**config.mk**
```make
export PLATFORM = sky130hd
export DESIGN_NAME = axi_mm_fifo_sched
export DESIGN_NICKNAME = d
export VERILOG_FILES = /design/src/rtl/axi_mm_fifo_sched.sv
export SDC_FILE = /design/constraint.sdc
export NUM_CORES = 1
export LEC_CHECK = 0
export BUFFER_PORTS_ARGS = -buffer_cell sky130_fd_sc_hd__buf_2
export CAP_MARGIN = 5
export CORE_AREA = 8 8 141 143
export DETAILED_ROUTE_END_ITERATION = 8
export DIE_AREA = 0 0 149 151
export PLACE_DENSITY_LB_ADDON = 0.2
export SYNTH_ARGS = -nofsm -noshare
export SYNTH_HDL_FRONTEND = slang
export SYNTH_SLANG_ARGS = --single-unit
```
**constraint.sdc**
```tcl
create_clock -name clk -period 5.8 [get_ports clk]
set_input_delay 0.58 -clock clk [delete_from_list [all_inputs] [get_ports clk]]
set_output_delay 0.58 -clock clk [all_outputs]
set_load 0.1 [all_outputs]
```
**src/rtl/axi_mm_fifo_sched.sv**
```systemverilog
// Write-path scheduler for the AXI memory-mapped FIFO: launches ring-buffer block writes
// on fill threshold, idle timeout or flush, and tracks written-but-unconsumed blocks.
module axi_mm_fifo_sched #(
    parameter int unsigned C_WIDTH         = 64,
    parameter int unsigned C_START_ADDR    = 0,
    parameter int unsigned C_END_ADDR      = 134217727,
    parameter int unsigned C_AVAIL_WIDTH   = 16,
    parameter int unsigned C_TIMEOUT_WIDTH = 32,
    localparam int unsigned BS             = C_WIDTH * (C_WIDTH / 8),
    localparam int unsigned C_BLOCKS       = C_END_ADDR / BS - C_START_ADDR / BS + 1,
    localparam int unsigned OCC_W          = $clog2(C_BLOCKS + 1)
) (
    input  logic                       clk,
    input  logic                       rst_n,
    input  logic                       run,
    input  logic                       flush,
    input  logic [C_AVAIL_WIDTH-1:0]   threshold,
    input  logic [C_TIMEOUT_WIDTH-1:0] timeout,
    input  logic [C_AVAIL_WIDTH-1:0]   values_available,
    input  logic                       rd_ack,
    output logic                       s2mm_enable,
    input  logic                       s2mm_busy,
    output logic [OCC_W-1:0]           occupancy,
    output logic                       full,
    output logic                       irq,
    output logic [31:0]                blocks_written,
    output logic                       ack_error,
    output logic                       idle
);

    localparam logic [1:0] S_IDLE   = 2'd0;
    localparam logic [1:0] S_ARMED  = 2'd1;
    localparam logic [1:0] S_LAUNCH = 2'd2;
    localparam logic [1:0] S_RUN    = 2'd3;

    localparam int unsigned                PAYLOAD   = C_WIDTH - 2;
    localparam logic [C_AVAIL_WIDTH-1:0]   ETH_MAX   = C_AVAIL_WIDTH'(PAYLOAD);
    localparam logic [C_TIMEOUT_WIDTH-1:0] TIMER_MAX = '1;
    localparam logic [OCC_W-1:0]           OCC_FULL  = OCC_W'(C_BLOCKS);

    logic [1:0]                 state_q, state_d;
    logic [C_TIMEOUT_WIDTH-1:0] timer_q, timer_d;
    logic                       flush_pend_q, flush_pend_d;
    logic [OCC_W-1:0]           occ_q, occ_d;
    logic                       full_q, full_d;
    logic                       irq_q, irq_d;
    logic [31:0]                blocks_q, blocks_d;
    logic                       ack_error_q, ack_error_d;
    logic                       enable_q, enable_d;

    logic [C_AVAIL_WIDTH-1:0]   eth;
    logic                       has_data;
    logic                       timed_out;
    logic                       trigger;
    logic                       completion;

    // Threshold clamped to [1, payload] so a block is never launched empty or overfilled.
    always_comb begin
        eth = threshold;
        if (threshold == '0) begin
            eth = C_AVAIL_WIDTH'(1);
        end
        if (eth > ETH_MAX) begin
            eth = ETH_MAX;
        end
    end

    assign has_data   = (values_available != '0);
    assign timed_out  = (timeout != '0) && (timer_q >= timeout);
    assign trigger    = run && !full_q && has_data &&
                        ((values_available >= eth) || flush_pend_q || timed_out);
    assign completion = (state_q == S_RUN) && !s2mm_busy;

    always_comb begin
        state_d      = state_q;
        timer_d      = '0;
        flush_pend_d = flush_pend_q | flush;
        occ_d        = occ_q;
        ack_error_d  = ack_error_q;
        blocks_d     = blocks_q + 32'(completion);
        irq_d        = completion;

        case (state_q)
            S_IDLE: begin
                if (run) begin
                    state_d = S_ARMED;
                end
            end
            S_ARMED: begin
                if (!run) begin
                    state_d = S_IDLE;
                end else if (trigger) begin
                    state_d = S_LAUNCH;
                end
            end
            S_LAUNCH: begin
                if (s2mm_busy) begin
                    state_d = S_RUN;
                end
            end
            S_RUN: begin
                if (!s2mm_busy) begin
                    state_d = run ? S_ARMED : S_IDLE;
                end
            end
            default: state_d = S_IDLE;
        endcase

        // Timer only runs while waiting in ARMED with data present.
        if ((state_q == S_ARMED) && (state_d == S_ARMED) && has_data) begin
            timer_d = (timer_q == TIMER_MAX) ? timer_q : timer_q + C_TIMEOUT_WIDTH'(1);
        end

        // A flush arriving with the launch is absorbed by that launch.
        if ((state_q == S_IDLE) || (state_d == S_IDLE) ||
            ((state_q == S_ARMED) && (state_d == S_LAUNCH))) begin
            flush_pend_d = 1'b0;
        end

        if (completion && !rd_ack) begin
            occ_d = occ_q + OCC_W'(1);
        end else if (!completion && rd_ack) begin
            if (occ_q == '0) begin
                ack_error_d = 1'b1;
            end else begin
                occ_d = occ_q - OCC_W'(1);
            end
        end

        full_d   = (occ_d == OCC_FULL);
        enable_d = (state_d == S_LAUNCH);
    end

    always_ff @(posedge clk or negedge rst_n) begin
        if (!rst_n) begin
            state_q      <= S_IDLE;
            timer_q      <= '0;
            flush_pend_q <= 1'b0;
            occ_q        <= '0;
            full_q       <= 1'b0;
            irq_q        <= 1'b0;
            blocks_q     <= '0;
            ack_error_q  <= 1'b0;
            enable_q     <= 1'b0;
        end else begin
            state_q      <= state_d;
            timer_q      <= timer_d;
            flush_pend_q <= flush_pend_d;
            occ_q        <= occ_d;
            full_q       <= full_d;
            irq_q        <= irq_d;
            blocks_q     <= blocks_d;
            ack_error_q  <= ack_error_d;
            enable_q     <= enable_d;
        end
    end

    assign s2mm_enable    = enable_q;
    assign occupancy      = occ_q;
    assign full           = full_q;
    assign irq            = irq_q;
    assign blocks_written = blocks_q;
    assign ack_error      = ack_error_q;
    assign idle           = (state_q == S_IDLE) && !s2mm_busy;

endmodule

```
==> After elaboration in Yosys (flattened, before gate mapping) <==
Cells that the tools add are included.
{ "op_classes": {"add_sub_neg": 4, "multipliers": 0, "div_mod_pow": 0, "n_lt_le_gt_ge": 3, "n_eq_ne": 8, "shifts": 0, "n_mux": 15, "bitwise": 2, "n_reduce_logical": 26} }
{ "op_table": {"columns": ["cell", "n"], "rows": [
  ["32-bit two-way mux", 2],
  ["19-bit two-way mux", 3],
  ["32-bit by 1-bit adder with 32-bit output", 1],
  ["32-bit by 1-bit adder with 32-bit output (second input constant)", 1],
  ["32-bit equality test (second input constant)", 1],
  ["32-bit greater-or-equal comparator", 1],
  ["16-bit two-way mux", 2],
  ["32-bit nonzero test", 1],
  ["19-bit by 1-bit adder with 19-bit output (second input constant)", 1],
  ["19-bit equality test (second input constant)", 1],
  ["19-bit zero test", 1],
  ["19-bit by 1-bit subtractor with 19-bit output (second input constant)", 1],
  ["16-bit greater-or-equal comparator", 1],
  ["16-bit by 6-bit greater-than comparator with 1-bit output (second input constant)", 1],
  ["16-bit zero test", 1],
  ["16-bit nonzero test", 1],
  ["1-bit logical AND", 11],
  ["2-bit two-way mux", 5],
  ["2-bit one-hot mux with 4 select lines", 1],
  ["2-bit equality test (second input constant)", 3],
  ["2-bit by 1-bit equality test with 1-bit output (second input constant)", 2],
  ["1-bit zero test", 4],
  ["2-bit zero test", 2],
  ["1-bit logical OR", 4],
  ["5 further kinds", 6]
]} }
{ "totals": {"reg_bits": 90, "latch_bits": 0, "ramBits": 0, "rom_bits": 0, "in_bits": 70, "out_inout_bits": 56, "wordCells": 67, "memories": 0} }

==> Longest topological paths before layout <==
{ "depth": {"word_depth": 15, "mapped_depth": 13, "ltp_nobuf": 11} }

==> Least setup slack after synthesis <==
OpenSTA, ideal clock, no wires.
{ "synth_timing": {"path_kind": "register to register", "from": "register occ_q[2], in the netlist occupancy[2]", "to": "register full_q, in the netlist full", "setup_time_ps": 96, "t_arrival_ps": 3432, "required_ps": 5704, "slack_ps": 2272, "stages_incl_launch_ff": 9, "n_path_buf": 1, "synth_period_minus_slack_ps": 3528, "cell_sequence": "dfrtp_1 -> buf_6 -> or4_4 -> or4_2 -> nor3_1 -> a32o_1 -> xor2_1 -> or4_1 -> nor4_2"} }
{ "synth_via": {"elab_chain_len": 5, "elab_cells_between_ends": 7} }
{ "synth_lines": {"columns": ["item", "line_no", "source"], "rows": [
  ["from (decl)", "44", "logic [OCC_W-1:0] occ_q, occ_d;"],
  ["from (signal assigned)", "139", "occ_q <= '0;"],
  ["from (signal assigned)", "149", "occ_q <= occ_d;"],
  ["19-bit by 1-bit subtractor with 19-bit output / 19-bit zero test (equally long branches)", "126, 123", null],
  ["19-bit two-way mux", "123", "if (occ_q == '0) begin"],
  ["19-bit two-way mux", "122", "end else if (!completion && rd_ack) begin"],
  ["19-bit two-way mux *", "120", "if (completion && !rd_ack) begin"],
  ["net occ_d[14]", "44", null],
  ["19-bit equality test *", "130", "full_d = (occ_d == OCC_FULL);"],
  ["net full_d", "45", "logic full_q, full_d;"],
  ["to (signal assigned)", "150", "full_q <= full_d;"],
  ["to (decl)", "45", null]
]} }
Mark *: on every way through the listed nets, which the timed path passes. The rest lies on a longest branch.
A chain may end at the register's enable or synchronous reset.

==> Worst setup path after layout <==
Ends and elaborated chain as after synthesis.

==> results.cfg <==
[routing]
routedWlPerCell_um = 15.4
wl_met1_um = 7310
via_per_inst = 5.16
dr.max_layer_used = met4
drt_pass1_iterations = 4
met2_length_um = 7230
wirelength_um = 15500
final_antenna_net_count = 0
wl_met3_um = 694
drc_errors = 0
first_iter_violations = 276
vias = 5205

[yosys]
synth_top_area_share_pct = 37.0
synthSimpleGateAreaFrac_pct = 26.1
synth_xor_area_share_pct = 10.6
synth-edff-count = 0
ys.flop_type = dfrtp_1
yosysWarnings = 0
synth_top_family_by_area = simple AND/OR/NAND/NOR gates
synth_compound_area_share_pct = 9.23
synth-adder-area-share_pct = 11.1
yosys.area.top_type = dfrtp_1
seq_area_frac_synth_pct = 37.0
synthArstFlopShare_pct = 100
synth_cells = 650
synth-seq-cells = 90
syn-cell-area_um2 = 6090
synth_cell_types = 65
synth.area.top_cells = dfrtp_1, ha_1, xnor2_1
avgSynthCellArea_um2 = 9.37
synthMuxAreaShare_pct = 0.514

[clocking]
clkTransAtPathRegs_ns = 0.07
htreeDepth = 3
cts_tree = yes
ctsHoldBuffers = 0
insertion_delay_ns = 0.34
numCtsBuffers = 9
root_buffer = clkbuf_16
cts_resized = 0
postCtsSetupRepairBufs = 0
cts_sinks = 90
clockBufferDepth = 2

[sta]
slew_headroom_pct = 46.3
worstMarginPinSlew_ns = 0.799
finalHoldViolations = 0
setup_tns_ns = 0
fin_crit_sh_pct = 59.2
rsz0062_at_grt = false
fmax_ghz = 0.291
drv_slew = 0
worst_clock_skew_ns = 0.00452
setup_viol = 0
finalCriticalPeriod_ns = 3.43

[layout]
multi_input_area_um2 = 3540
syn_to_final_growth_pct = 18.7
final_core_util_pct = 40.9
fin_cells = 1008
fillCellCount = 1817
register_area_um2 = 2250
diodes = 0
layout.cells.most_common = buf_2
fin_nets = 898
mostFrequentLayoutCells = buf_2, dfrtp_1, ha_1
layout-drive-gt1-share_pct = 20.9

[power]
irDropWorstVdd_mv = 0.409
powerDensity_nw_per_um2 = 364
p_leak_nw = 3.45

[floorplan]
core_um2 = 17700
ios = 126
rows = 49
initial_utilization_pct = 34.5
dieArea_um2 = 22500
die_w_um = 149
die_y_um = 151

[grt]
grt_usage_pct = 14.1
antenna_found_initial = 0
grt_max_degree = 64
grt_pass1_vias = 5146
grt.overflow.total = 0
grt_pass1_wl_um = 25800

[place]
gp_congestion = 0.832
dp_cells = 992
portBuffers = 125
place_hpwl_um = 12000

[critical_path]
critPathMaxFanout = 10
required_ns = 6.03
worst-setup-path-type = reg -> reg
cp-end-kind = register
arrival_ns = 3.66
critPathLaunch = occupancy[2]
rr_startpoint = occupancy[2]
start_kind = register

[worst_hold_path]
hold_class = in -> async

[flow_run]
drv_cap = 0

[run_status]
status = completed
==> cell families after synthesis <==
logic type | Yosys count
flip-flops | 90
multiplexers | 3
AO/OA/AOI/OAI | 80
XOR/XNOR | 74
other | 1
AND/OR/NAND/NOR | 281
adder cells (fa/ha/maj) | 54
buffers and inverters | 67
==> critical path, stage by stage, from the launching register on <==
cell	delay (ns)
dfrtp_1	0.52
or4_4	0.63
or4_2	0.67
nor3_1	0.33
mux2i_1	0.14
xnor2_1	0.19
or4_1	0.54
nor4_2	0.30
==> layout make-up <==
cell class | instances | area share [%]
Clock buffer | 10 | 3.31
Inverter | 44 | 2.29
Multi-Input combinational cell | 502 | 49.0
Clock inverter | 6 | 1.33
Timing Repair Buffer | 127 | 8.90
Tap cell | 229 | 3.97
Sequential cell | 90 | 31.2
==> report_power, final <==
group	total [W]	switching, W	leakage [nW]	internal [W]
registers	0.000886	0.000175	1.21	0.000711
clock network	0.000658	0.000263	0.161	0.000395
logic	0.00109	0.000847	2.08	0.000240
==> worst paths after layout <==
check	endpoint	cells past startpoint	slack, ns
max reg2reg	full	7	2.37
min reg2reg	ack_error	1	0.47
max	full	7	2.37
max in group asynchronous	blocks_written[25]	2	4.48
min in group clk	ack_error	1	0.47
min	timer_q[3]	1	0.16
==> layer usage <==
layer | vias up | global-route usage, %
met5 | - | 0
met4 | 0 | 5.15
met3 | 19 | 2.96
met2 | 95 | 22.6
met1 | 2467 | 18.4
li1 | 2624 | -
==> state kept, by name, summed over array words and instances, names as in the netlist <==
register        flops
occupancy          19
ack_error           1
timer_q            32
irq                 1
state_q             2
s2mm_enable         1
flush_pend_q        1
full                1
blocks_written     32
==> cell usage after synthesis (4+ instances only) <==
library cell and count:
a2111oi_0 4, a211oi_1 8, a21o_1 12, a21oi_1 17, and2_1 4, and3_1 16
and4_1 5, clkbuf_1 14, clkbuf_8 6, dfrtp_1 90, ha_1 54, inv_1 44
nand2_1 31, nand2b_1 4, nand3_1 43, nand4_1 34, nor2_1 37, nor3_1 51
nor4_1 21, o211ai_1 4, o21ai_0 10, or4_1 5, xnor2_1 45, xor2_1 29
==> through the flow <==
stage / hold slack, ns / instance area [µm²] / setup slack [ns] / total power (W)
6_report: 0.165 / 7230 / 2.37 / 0.00263
5_1_grt: 0.177 / 7230 / 2.19 / 0.00277
3_5_place_dp: 0.453 / 6890 / 2.18 / 0.00199
4_1_cts: 0.165 / 7230 / 2.37 / 0.00266
3_3_place_gp: 0.453 / 6890 / 2.27 / 0.00199
2_1_floorplan: 0.284 / 6120 / 2.27 / 0.00179
Power figures use the tool's default switching activity.
